File: src/rtl/cpu_pipe_pkg.sv
// Shared constants and types for the inter-stage pipeline registers of the
// exception-capable pipeline.
package cpu_pipe_pkg;

  localparam logic [4:0]  EXC_NONE         = 5'd0;
  localparam logic [31:0] NOP_INSTR        = 32'h0;
  localparam logic [31:0] DEFAULT_RESET_PC = 32'h0000_3004;
  localparam logic [31:0] DEFAULT_FLUSH_PC = 32'h0000_4180;

  typedef enum logic [4:0] {
    EXC_INT  = 5'd0,
    EXC_ADEL = 5'd4,
    EXC_ADES = 5'd5,
    EXC_RI   = 5'd10,
    EXC_OV   = 5'd12
  } exccode_e;

  // Fixed-width slot contents; the sidecar payload is kept separately because
  // its width is a per-boundary parameter.
  typedef struct packed {
    logic        valid;
    logic [31:0] instr;
    logic [31:0] pc;
    logic        delay_slot;
    logic [4:0]  exccode;
  } slot_t;

  // The older (upstream) exception takes precedence over one raised here.
  function automatic logic [4:0] merge_exccode(input logic [4:0] upstream,
                                               input logic [4:0] local_exc);
    return (upstream != EXC_NONE) ? upstream : local_exc;
  endfunction

endpackage

File: src/rtl/sat_counter.sv
// Saturating up-counter with synchronous clear; clear wins over increment.
module sat_counter #(
  parameter int CNT_W = 8
) (
  input  logic             clk,
  input  logic             reset,
  input  logic             inc,
  input  logic             clr,
  output logic [CNT_W-1:0] count
);

  localparam logic [CNT_W-1:0] CNT_MAX = '1;

  logic [CNT_W-1:0] count_reg;
  logic [CNT_W-1:0] count_next;

  always_comb begin
    count_next = count_reg;
    if (clr) begin
      count_next = '0;
    end else if (inc && (count_reg != CNT_MAX)) begin
      count_next = count_reg + CNT_W'(1);
    end
  end

  always_ff @(posedge clk) begin
    if (reset) begin
      count_reg <= '0;
    end else begin
      count_reg <= count_next;
    end
  end

  assign count = count_reg;

endmodule

File: src/rtl/pipe_stage_reg.sv
// Generic pipeline boundary register with flush/stall/bubble control,
// exception merging and a stall-duration counter.
module pipe_stage_reg
  import cpu_pipe_pkg::*;
#(
  parameter int          DATA_W   = 64,
  parameter logic [31:0] RESET_PC = DEFAULT_RESET_PC,
  parameter logic [31:0] FLUSH_PC = DEFAULT_FLUSH_PC,
  parameter int          CNT_W    = 8
) (
  input  logic              clk,
  input  logic              reset,
  input  logic              stall,
  input  logic              flush,
  input  logic              bubble,
  input  logic              in_valid,
  input  logic [31:0]       in_instr,
  input  logic [31:0]       in_pc,
  input  logic              in_delay_slot,
  input  logic [4:0]        in_exccode,
  input  logic [4:0]        stage_exccode,
  input  logic [DATA_W-1:0] in_data,
  output logic              out_valid,
  output logic [31:0]       out_instr,
  output logic [31:0]       out_pc,
  output logic              out_delay_slot,
  output logic [4:0]        out_exccode,
  output logic [DATA_W-1:0] out_data,
  output logic [CNT_W-1:0]  stall_cnt
);

  localparam slot_t RESET_SLOT = '{valid: 1'b0, instr: NOP_INSTR, pc: RESET_PC,
                                   delay_slot: 1'b0, exccode: EXC_NONE};
  localparam slot_t FLUSH_SLOT = '{valid: 1'b0, instr: NOP_INSTR, pc: FLUSH_PC,
                                   delay_slot: 1'b0, exccode: EXC_NONE};

  slot_t             slot_reg;
  slot_t             slot_next;
  logic [DATA_W-1:0] data_reg;
  logic [DATA_W-1:0] data_next;
  logic              live;

  // A slot is "live" only when a real instruction is loaded; bubbles and
  // invalid slots keep PC/BD so EPC can still be formed from them.
  assign live = in_valid && !bubble;

  always_comb begin
    slot_next = slot_reg;
    data_next = data_reg;
    if (flush) begin
      slot_next = FLUSH_SLOT;
      data_next = '0;
    end else if (!stall) begin
      slot_next.valid      = live;
      slot_next.instr      = live ? in_instr : NOP_INSTR;
      slot_next.pc         = in_pc;
      slot_next.delay_slot = in_delay_slot;
      slot_next.exccode    = live ? merge_exccode(in_exccode, stage_exccode) : EXC_NONE;
      data_next            = live ? in_data : '0;
    end
  end

  always_ff @(posedge clk) begin
    if (reset) begin
      slot_reg <= RESET_SLOT;
      data_reg <= '0;
    end else begin
      slot_reg <= slot_next;
      data_reg <= data_next;
    end
  end

  // Flush kills a stalled register, so it also ends the stall run.
  sat_counter #(
    .CNT_W(CNT_W)
  ) u_stall_cnt (
    .clk  (clk),
    .reset(reset),
    .inc  (stall),
    .clr  (flush || !stall),
    .count(stall_cnt)
  );

  assign out_valid      = slot_reg.valid;
  assign out_instr      = slot_reg.instr;
  assign out_pc         = slot_reg.pc;
  assign out_delay_slot = slot_reg.delay_slot;
  assign out_exccode    = slot_reg.exccode;
  assign out_data       = data_reg;

endmodule

File: config.mk
export PLATFORM = sky130hd
export DESIGN_NAME = pipe_stage_reg
export DESIGN_NICKNAME = d
export VERILOG_FILES = /design/src/rtl/cpu_pipe_pkg.sv /design/src/rtl/sat_counter.sv /design/src/rtl/pipe_stage_reg.sv
export SDC_FILE = /design/constraint.sdc
export NUM_CORES = 1
export LEC_CHECK = 0
export CELL_PAD_IN_SITES_DETAIL_PLACEMENT = 1
export CELL_PAD_IN_SITES_GLOBAL_PLACEMENT = 2
export CORE_AREA = 2 2 208 128
export CTS_CLUSTER_DIAMETER = 60
export CTS_CLUSTER_SIZE = 20
export DETAILED_ROUTE_END_ITERATION = 12
export DIE_AREA = 0 0 210 130
export HOLD_SLACK_MARGIN = 0.05
export PLACE_DENSITY_LB_ADDON = 0.1
export SYNTH_ARGS = -nofsm -noshare
export SYNTH_HDL_FRONTEND = slang
export SYNTH_SLANG_ARGS = --single-unit
File: constraint.sdc
create_clock -name clk -period 1.8 [get_ports clk]
set_clock_uncertainty 0.2 [all_clocks]
set_input_delay 0.45 -clock clk [delete_from_list [all_inputs] [get_ports clk]]
set_output_delay 0.45 -clock clk [all_outputs]
set_load 0.1 [all_outputs]
==> results of run 1 <==
-- synth_stat cells, types with 2 or more instances --
cell type | count | area share [%]
nor3_1 | 5 | 0.52
nor2_1 | 32 | 2.5
a211oi_1 | 5 | 0.79
nand3_1 | 5 | 0.52
a21oi_1 | 5 | 0.52
nor2b_1 | 3 | 0.39
a31oi_1 | 6 | 0.79
mux2i_1 | 31 | 6.5
inv_1 | 4 | 0.31
dfxtp_1 | 143 | 60
clkbuf_1 | 2 | 0.16
nand2_1 | 10 | 0.79
and3_1 | 3 | 0.39
buf_2 | 20 | 2.1
o21bai_1 | 3 | 0.47
buf_6 | 8 | 1.9
nand4_1 | 2 | 0.26
o21ai_0 | 7 | 0.73
a22o_1 | 96 | 18
-- per-stage QoR --
stage | total power, mW | setup WS (ps)
after floorplan | 3.91 | 0.988
after global placement | 4.59 | -230
after detailed placement | 4.61 | -287
after CTS | 7.95 | 6.23
after global routing | 8.13 | 15.2
final | 7.78 | 73.4
-- repair_timing --
item,4_1_cts,5_1_grt
endpoints found under the hold margin,0,0
gates resized for setup,0,1
setup endpoints to repair,0,1
-- worst paths after layout --
kind	to	slack (ps)	cells past startpoint
max reg2reg	u_stall_cnt.count[7]$_SDFFE_PP0P_	70	4
min reg2reg	out_valid$_SDFFE_PP0N_	280	2
max	u_stall_cnt.count[7]$_SDFFE_PP0P_	70	4
min	out_valid$_SDFFE_PP0N_	280	2
-- metal layers --
metal	part of all wire (%)	wire length (microns)
met2	46	8450
met1	44	8100
met5	0	0
met3	7.7	1410
met4	2.4	445
-- worst max-delay path, stage by stage (launching register included) --
cell	delay, ps
dfxtp_4	370
ha_2	200
and2_1	180
or4b_1	510
o211a_1	140
-- cell type report --
cell class | instances | area [sq um] | area share (%)
Clock buffer | 25 | 508 | 4.99
Clock inverter | 6 | 30.0 | 0.295
Inverter | 4 | 15.0 | 0.148
Multi-Input combinational cell | 227 | 1700 | 16.7
Sequential cell | 143 | 2890 | 28.4
Tap cell | 336 | 420 | 4.13
Timing Repair Buffer | 312 | 4620 | 45.4
-- cell usage in the layout (no fill, tap or decap), types with 7 or more instances in the layout --
master and n:
nor2_1 32, clkdlybuf4s50_1 143, o21ai_0 7, buf_4 14
nand2_1 10, dfxtp_1 135, a22o_1 96, mux2i_1 31
clkbuf_16 19, buf_12 153
-- kinds of logic after synthesis --
group / Yosys count / synth area share, %
buf+inv: 36 / 4.69
simple gates: 70 / 7.13
fa+ha+maj: 1 / 0.262
flops: 143 / 60.0
compound gates: 125 / 21.4
mux: 31 / 6.50
-- where the power goes --
group / internal (mW) / switching (mW)
Sequential: 3.22 / 0.0640
Combinational: 0.600 / 0.642
Clock: 1.94 / 1.32
==> summary.md, run 1 <==
| Metric | Value |
|---|---|
| Status | finished, final reports clean |
| #FFs+latches synth | 143 |
| CP Launch Type | flip-flop |
| Worst r2r src | u_stall_cnt.count[1]$_SDFFE_PP0P_ |
| Initial antenna violation count | 0 |
| CTS tree | done |
| Final max-slew violation count | 0 |
| Cts hold-fix bufs | 0 |
| Finished Layout Cells | 1053 |
| Hpwl dp | 14600 microns |
| Min Tclk post-route | 1730 ps |
| Final setup fails | 0 |
| DR DRC count | 0 |
| Setup repair bufs after CTS | 0 |
| First-pass GRT wire length | 27700 microns |
| Worst Path Arrival | 1840 ps |
| Clock sink count | 143 |
| TritonCTS Buffers | 17 |
| Power per Cell Area | 765 nW/um^2 |
| Final cycle utilization of the critical path | 95.9% |
| Placed insts | 1022 |
| Layout area overhead | 113% |
| Worst endpoint required time | 1920 ps |
| Core area | 25700 sq um |
| Drt first pass iters | 4 |
| Drt wl/cell | 17.5 microns |
| Netlist Area Pre-Place | 4770 sq um |
| Finished Cell Area | 10200 sq um |
| Worst-path fanout max | 6 |
| Met1 Use GR | 16.8% |
| FILL cells | 2625 |
| Total track usage | 13.7% |
| Routability Congestion | 0.750 |
| Number of global-route vias before repair | 4586 |
| Worst slew pin tran | 292 ps |
| Top-level port count | 288 |
| RSZ-0062 raised after global routing | false |
| Syn nets | 552 |
| Number of synthesized flops with an enable pin | 0 |
| Drt via density | 4.16 |
| Most crowded layer after global routing | met2 |
| Die area | 27300 sq um |
| Final Hold Viols | 0 |
| Crit end category | flip-flop |
| Hold Crit Class | flip-flop to flip-flop |
| Slew margin rel. | 80.4% |
| GRT Residual Overflow | 0 |
| Hold Worst Slack | 282 ps |
| Ant. Diodes | 0 |
| Met2 Use GR | 20.8% |
| H-tree levels | 4 |
| Aggregate negative setup slack | 0 ps |
| Mapped Cells | 406 |
| Crit path from | u_stall_cnt.count[1]$_SDFFE_PP0P_ |
| Pleak | 4.03 nW |
| Post-synth ARST share | 0% |
| Sequential share of the synthesized area | 60.0% |
| Die height | 130 microns |
| Ys flop type | dfxtp_1 |
| Initial Util | 18.5% |
| Nets | 851 |
| Max reg flops | 64 |
| Final WL | 18400 microns |
| CTS max path bufs | 2 |
| Clock slew at reported path FFs | 60 ps |
| Clk_lat worst skew | 430 ps |
| Max Clk Rate | 579 MHz |
| Die width | 210 microns |
| Worst Hold Launch | out_valid$_SDFFE_PP0N_ |
| Synth cell types | 35 |
| Num rows | 46 |
| Residual antenna-violating net count after detailed routing | 0 |
| YS warnings | 0 |
| Detailed Route Iter0 Violations | 132 |
| Avg Inst Size Synth | 11.8 sq um |
| Root Buffer | clkbuf_16 |
| Met3 global-route usage | 5.94% |
| Vias | 4378 |
| Post-layout util | 39.5% |
| Largest net degree at the start of global routing | 37 |
| Placed Area | 9630 sq um |
| WS Path Type | flip-flop to flip-flop |
| Worst VDD drop | 0.000570 V |
| Port buffer count | 287 |
| Share of cells above drive strength 1 | 29.1% |
| Max Cap Viol | 0 |
Power figures use the tool's default switching activity.
==> inputs of run 2 (changes only) <==
--- a/config.mk
+++ b/config.mk
@@ -7,11 +7,12 @@
 export LEC_CHECK = 0
 export CELL_PAD_IN_SITES_DETAIL_PLACEMENT = 1
 export CELL_PAD_IN_SITES_GLOBAL_PLACEMENT = 2
-export CORE_AREA = 2 2 208 128
+export CORE_AREA = 2 2 148 179
 export CTS_CLUSTER_DIAMETER = 60
 export CTS_CLUSTER_SIZE = 20
 export DETAILED_ROUTE_END_ITERATION = 12
-export DIE_AREA = 0 0 210 130
+export DIE_AREA = 0 0 150 181
+export GPL_ROUTABILITY_DRIVEN = 0
 export HOLD_SLACK_MARGIN = 0.05
 export PLACE_DENSITY_LB_ADDON = 0.1
 export SYNTH_ARGS = -nofsm -noshare
==> summary.md, run 2 (same netlist as run 1, synthesis figures left out) <==
| Metric | Value |
|---|---|
| Cts hold-fix bufs | 0 (unchanged) |
| DR DRC count | 0 (unchanged) |
| Initial antenna violation count | 0 (unchanged) |
| Worst VDD drop | 0.000573 V (was 0.000570 V) |
| Max Cap Viol | 0 (unchanged) |
| Root Buffer | clkbuf_16 (unchanged) |
| Clk_lat worst skew | 410 ps (was 430 ps) |
| Layout area overhead | 115% (was 113%) |
| Hold Worst Slack | 287 ps (was 282 ps) |
| CTS tree | done (unchanged) |
| Nets | 848 (was 851) |
| Power Total | 8.49 mW (was 7.78 mW) |
| Vias | 4380 (was 4378) |
| Placed insts | 1013 (was 1022) |
| H-tree levels | 4 (unchanged) |
| GRT Residual Overflow | 0 (unchanged) |
| CP Launch Type | flip-flop (unchanged) |
| Core area | 25300 sq um (was 25700 sq um) |
| Residual antenna-violating net count after detailed routing | 0 (unchanged) |
| Worst slew pin tran | 349 ps (was 292 ps) |
| Worst Path Arrival | 1830 ps (was 1840 ps) |
| Hold Crit Class | flip-flop to flip-flop (unchanged) |
| Leading cell type in the layout, fill and taps excluded | buf_12 (unchanged) |
| Num rows | 64 (was 46) |
| Final WL | 18600 microns (was 18400 microns) |
| CP delay by family, top | simple AND/OR/NAND/NOR gates (unchanged) |
| Final max-slew violation count | 0 (unchanged) |
| Clock slew at reported path FFs | 60 ps (about the same) |
| Post-layout util | 40.5% (was 39.5%) |
| Max Clk Rate | 577 MHz (was 579 MHz) |
| TritonCTS Buffers | 17 (unchanged) |
| Pleak | 4.06 nW (was 4.03 nW) |
| Critical path's largest stage delay | 520 ps (was 510 ps) |
| WS Path Type | flip-flop to flip-flop (unchanged) |
| FILL cells | 2660 (was 2625) |
| Status | finished, final reports clean (unchanged) |
| Max reg flops | 64 (unchanged) |
| Total track usage | 13.8% (was 13.7%) |
| Hpwl dp | 14400 microns (was 14600 microns) |
| Number of global-route vias before repair | 4873 (was 4586) |
| Ant. Diodes | 0 (unchanged) |
| CP max-delay cell | or4b_1 (unchanged) |
| Worst-path fanout max | 7 (was 6) |
| Finished Cell Area | 10300 sq um (was 10200 sq um) |
| Buf/Inv on CP | 0 (unchanged) |
| R2r setup slk | 70 ps (about the same) |
| Share of cells above drive strength 1 | 29.3% (was 29.1%) |
| Final Hold Viols | 0 (unchanged) |
| Drt first pass iters | 4 (unchanged) |
| Min Tclk post-route | 1730 ps (about the same) |
| Port buffer count | 287 (unchanged) |
| Initial Util | 18.9% (was 18.5%) |
| Crit end category | flip-flop (unchanged) |
| Worst endpoint required time | 1900 ps (was 1920 ps) |
| Die width | 150 microns (was 210 microns) |
| Top-level port count | 288 (unchanged) |
| Multi-input gate area | 1710 sq um (was 1700 sq um) |
| RSZ-0062 raised after global routing | false (unchanged) |
| Detailed Route Iter0 Violations | 165 (was 132) |
| Crit path cell chain | ha_4, and2_1, or4b_1, o211a_1 (was ha_2, and2_1, or4b_1, o211a_1) |
| Final setup fails | 0 (unchanged) |
| Largest net degree at the start of global routing | 43 (was 37) |
| Commonest non-fill, non-tap cells in the layout | buf_12 (152), clkdlybuf4s50_1 (143), dfxtp_1 (135) (was buf_12 (153), clkdlybuf4s50_1 (143), dfxtp_1 (135)) |
| Die area | 27200 sq um (was 27300 sq um) |
| Clock sink count | 143 (unchanged) |
| Register area | 2890 sq um (unchanged) |
| Finished Layout Cells | 1043 (was 1053) |
| Placed Area | 9590 sq um (was 9630 sq um) |
| Slew margin rel. | 76.6% (was 80.4%) |
| Power per Cell Area | 828 nW/um^2 (was 765 nW/um^2) |
| Setup repair bufs after CTS | 0 (unchanged) |
| Drt wl/cell | 17.8 microns (was 17.5 microns) |
| Drt via density | 4.20 (was 4.16) |
| CTS max path bufs | 2 (unchanged) |
| Die height | 181 microns (was 130 microns) |
| Final cycle utilization of the critical path | 96.3% (was 95.9%) |
| First-pass GRT wire length | 28700 microns (was 27700 microns) |
[run 2: per-stage QoR]
stage	setup WS (ps)	TNS [ps]
global route	39.7	0
CTS	7.42	0
finish	67.1	0
global placement	-299	-35740
floorplan	0.988	0
detailed placement	-335	-36890
[run 2: path summary, 6_finish.rpt]
check | startpoint | to | depth (start not counted)
min | out_valid$_SDFFE_PP0N_ | out_valid$_SDFFE_PP0N_ | 2
max reg2reg | u_stall_cnt.count[0]$_SDFFE_PP0P_ | u_stall_cnt.count[7]$_SDFFE_PP0P_ | 4
min reg2reg | out_valid$_SDFFE_PP0N_ | out_valid$_SDFFE_PP0N_ | 2
max | u_stall_cnt.count[0]$_SDFFE_PP0P_ | u_stall_cnt.count[7]$_SDFFE_PP0P_ | 4
[run 2: worst min-delay path: stages, from the launching register on]
cell	delay [ps]
dfxtp_1	330
nand2_1	60
nand2_1	40
[run 2: timing repair]
item / 4_1_cts / 5_1_grt
endpoints found under the setup margin: 0 / 1
resized for setup: 0 / 1
endpoints found under the hold margin: 0 / 0
[run 2: per-layer routing]
metal | up-vias | track usage, % | part of all wire, %
met4 | 0 | 4.79 | 1.6
met2 | 194 | 23.1 | 49
li1 | 2088 | - | -
met1 | 2081 | 14.8 | 38
met5 | - | 0 | 0
met3 | 17 | 7.15 | 11
[run 2: final cells by class]
cell class              instances  area share (%)
clock inverters                 9            1.76
flip-flops and latches        143            28.1
well taps                     330            4.02
repair buffers                309            44.6
multi-input cells             227            16.6
inverters                       4           0.146
clock buffers                  21            4.70
[run 2: power by group]
part	switching (mW)	total (mW)	internal, mW
clock	1.37	3.98	2.61
combinational	0.637	1.23	0.595
sequential	0.0652	3.28	3.22
total	2.07	8.49	6.42
==> inputs of run 3 (changes only) <==
--- a/config.mk
+++ b/config.mk
@@ -5,6 +5,7 @@
 export SDC_FILE = /design/constraint.sdc
 export NUM_CORES = 1
 export LEC_CHECK = 0
+export CAP_MARGIN = 20
 export CELL_PAD_IN_SITES_DETAIL_PLACEMENT = 1
 export CELL_PAD_IN_SITES_GLOBAL_PLACEMENT = 2
 export CORE_AREA = 2 2 148 179
==> results of run 3 <==
Same layout as run 2: the final DEF is identical, and so are final timing and power.
==> variant (flow settings as in run 3) <==
Take the reset off `data_reg` and load it in a clocked block of its own.
--- a/src/rtl/pipe_stage_reg.sv
+++ b/src/rtl/pipe_stage_reg.sv
@@ -65,7 +65,9 @@
       slot_reg <= RESET_SLOT;
-      data_reg <= '0;
     end else begin
       slot_reg <= slot_next;
-      data_reg <= data_next;
     end
+  end
+
+  always_ff @(posedge clk) begin
+    data_reg <= data_next;
   end
Function: changed (a bounded check fails within 4 cycles, from zero or initial values and one cycle with reset high).
==> variant against run 3 <==
Area after synthesis increased by 0.42%. Critical endpoint is now stall_cnt[5]. Largest power group unchanged. Worst hold slack improved by 12 ps. Global-route usage decreased by 0.53 points. Non-clock buffer count decreased by 3. Power increased by 1.2%. Setup slack improved by 60 ps. Sequential cell count unchanged. Core utilization decreased by 0.26 points. Routed wire length decreased by 0.81%. Design area decreased by 0.63%.
==> variant: results <==
{
  "outcome": "finished clean",
  "r2r_cells": 4,
  "multi_input_area_share_pct": 16.8,
  "vias": 4393,
  "diodes": 0,
  "ys_types": 31,
  "cp_slowest_cell": "dfxtp_2",
  "dp_slack_ps": -308,
  "cp.arrival_ps": 1020,
  "regArea_sq_mm": 0.00288,
  "final_cells": 1041,
  "p_leak_nw": 4.03,
  "critPathLaunch": "u_stall_cnt.count[5]",
  "setup-tns-final_ps": 0,
  "ir_drop_mv": 0.559,
  "grt_usage_pct": 13.3,
  "multi_input_gates": 226,
  "regToRegSetupSlack_ps": 130,
  "r2r_start": "u_stall_cnt.count[0]",
  "synth_fp_nets": 553,
  "slew_headroom_pct": 82.0,
  "nNonClkBuffers": 306,
  "layout-drive-gt1-share_pct": 29.1,
  "largest_reg_flops": 64,
  "worst_path_dominant_cell_family": "flip-flops",
  "critPathCapture": "stall_cnt[5]",
  "htree_levels": 4,
  "synthTopCellsByArea": "dfxtp_1 (60%), a22o_1 (18%), mux2i_1 (6.7%), nor2_1 (2.5%), buf_2 (1.9%)",
  "antenna_found_initial": 0,
  "cts_inserted_buffers": 17,
  "grt_pass1_vias": 4657,
  "avgSynthCellArea_sq_um": 11.8,
  "inverters": 5,
  "clock_area_share_pct": 6.19,
  "drt_wl_total_um": 18400,
  "synth_commonest_cells": "dfxtp_1 (143), a22o_1 (96), mux2i_1 (32), nor2_1 (32), buf_2 (18)",
  "slowest_delay_ps": 410,
  "r2r_end": "u_stall_cnt.count[5]",
  "hold_path.class": "reg2reg",
  "post-route-period-util_pct": 92.9,
  "hold_ws_ps": 298,
  "grt_first_pass_wirelength_um": 27600,
  "ys_seq_area_share_pct": 59.8,
  "pwr_density_cell_mw_per_mm2": 843,
  "place_area_sq_mm": 0.00956,
  "flops_and_latches": 143,
  "synth-async-reset-ratio_pct": 0,
  "drt_iter0_markers": 92,
  "cts_resized": 0,
  "yosys_warnings": 0,
  "grt_max_degree": 50,
  "dp_hpwl_um": 14300,
  "clk_pin_slew_ps": 60,
  "drt_first_pass_iters": 4,
  "nNetsFinal": 845,
  "nWellTaps": 330,
  "n_fill_cell": 2681,
  "nonClkBufAreaFrac_pct": 44.6,
  "clock_latency_ps": 410,
  "dp.cells": 1010
}
variant: cell types whose count changed in the layout (fill, tap and decap cells not counted), sizes merged, moves of 3 or more:
cell	delta
nand2b	+3
buf	-3
inv	+6
clkbuf	-4
variant: where the power goes:
part	total (W)	internal (W)	switching, W
Combinational	0.00146	0.000671	0.000793
Clock	0.00381	0.00234	0.00146
Sequential	0.00332	0.00324	0.0000836
variant: metal layers:
layer,GRT usage [%],routed length (um)
met1,13.7,6830
met2,23.7,9580
met3,6.29,1790
met4,3.77,233
met5,0,0
variant: logic make-up (layout without fill, tap and decap cells):
| kind of cell | Yosys count | after routing | synth area share, % |
|---|---|---|---|
| XOR/XNOR | 1 | 1 | 0.183 |
| adder cells (fa/ha/maj) | 1 | 1 | 0.261 |
| AND/OR/NAND/NOR | 69 | 69 | 7.26 |
| buffers and inverters | 38 | 342 | 4.70 |
| AO/OA/AOI/OAI | 123 | 123 | 21.2 |
| multiplexers | 32 | 32 | 6.69 |
| flip-flops | 143 | 143 | 59.8 |
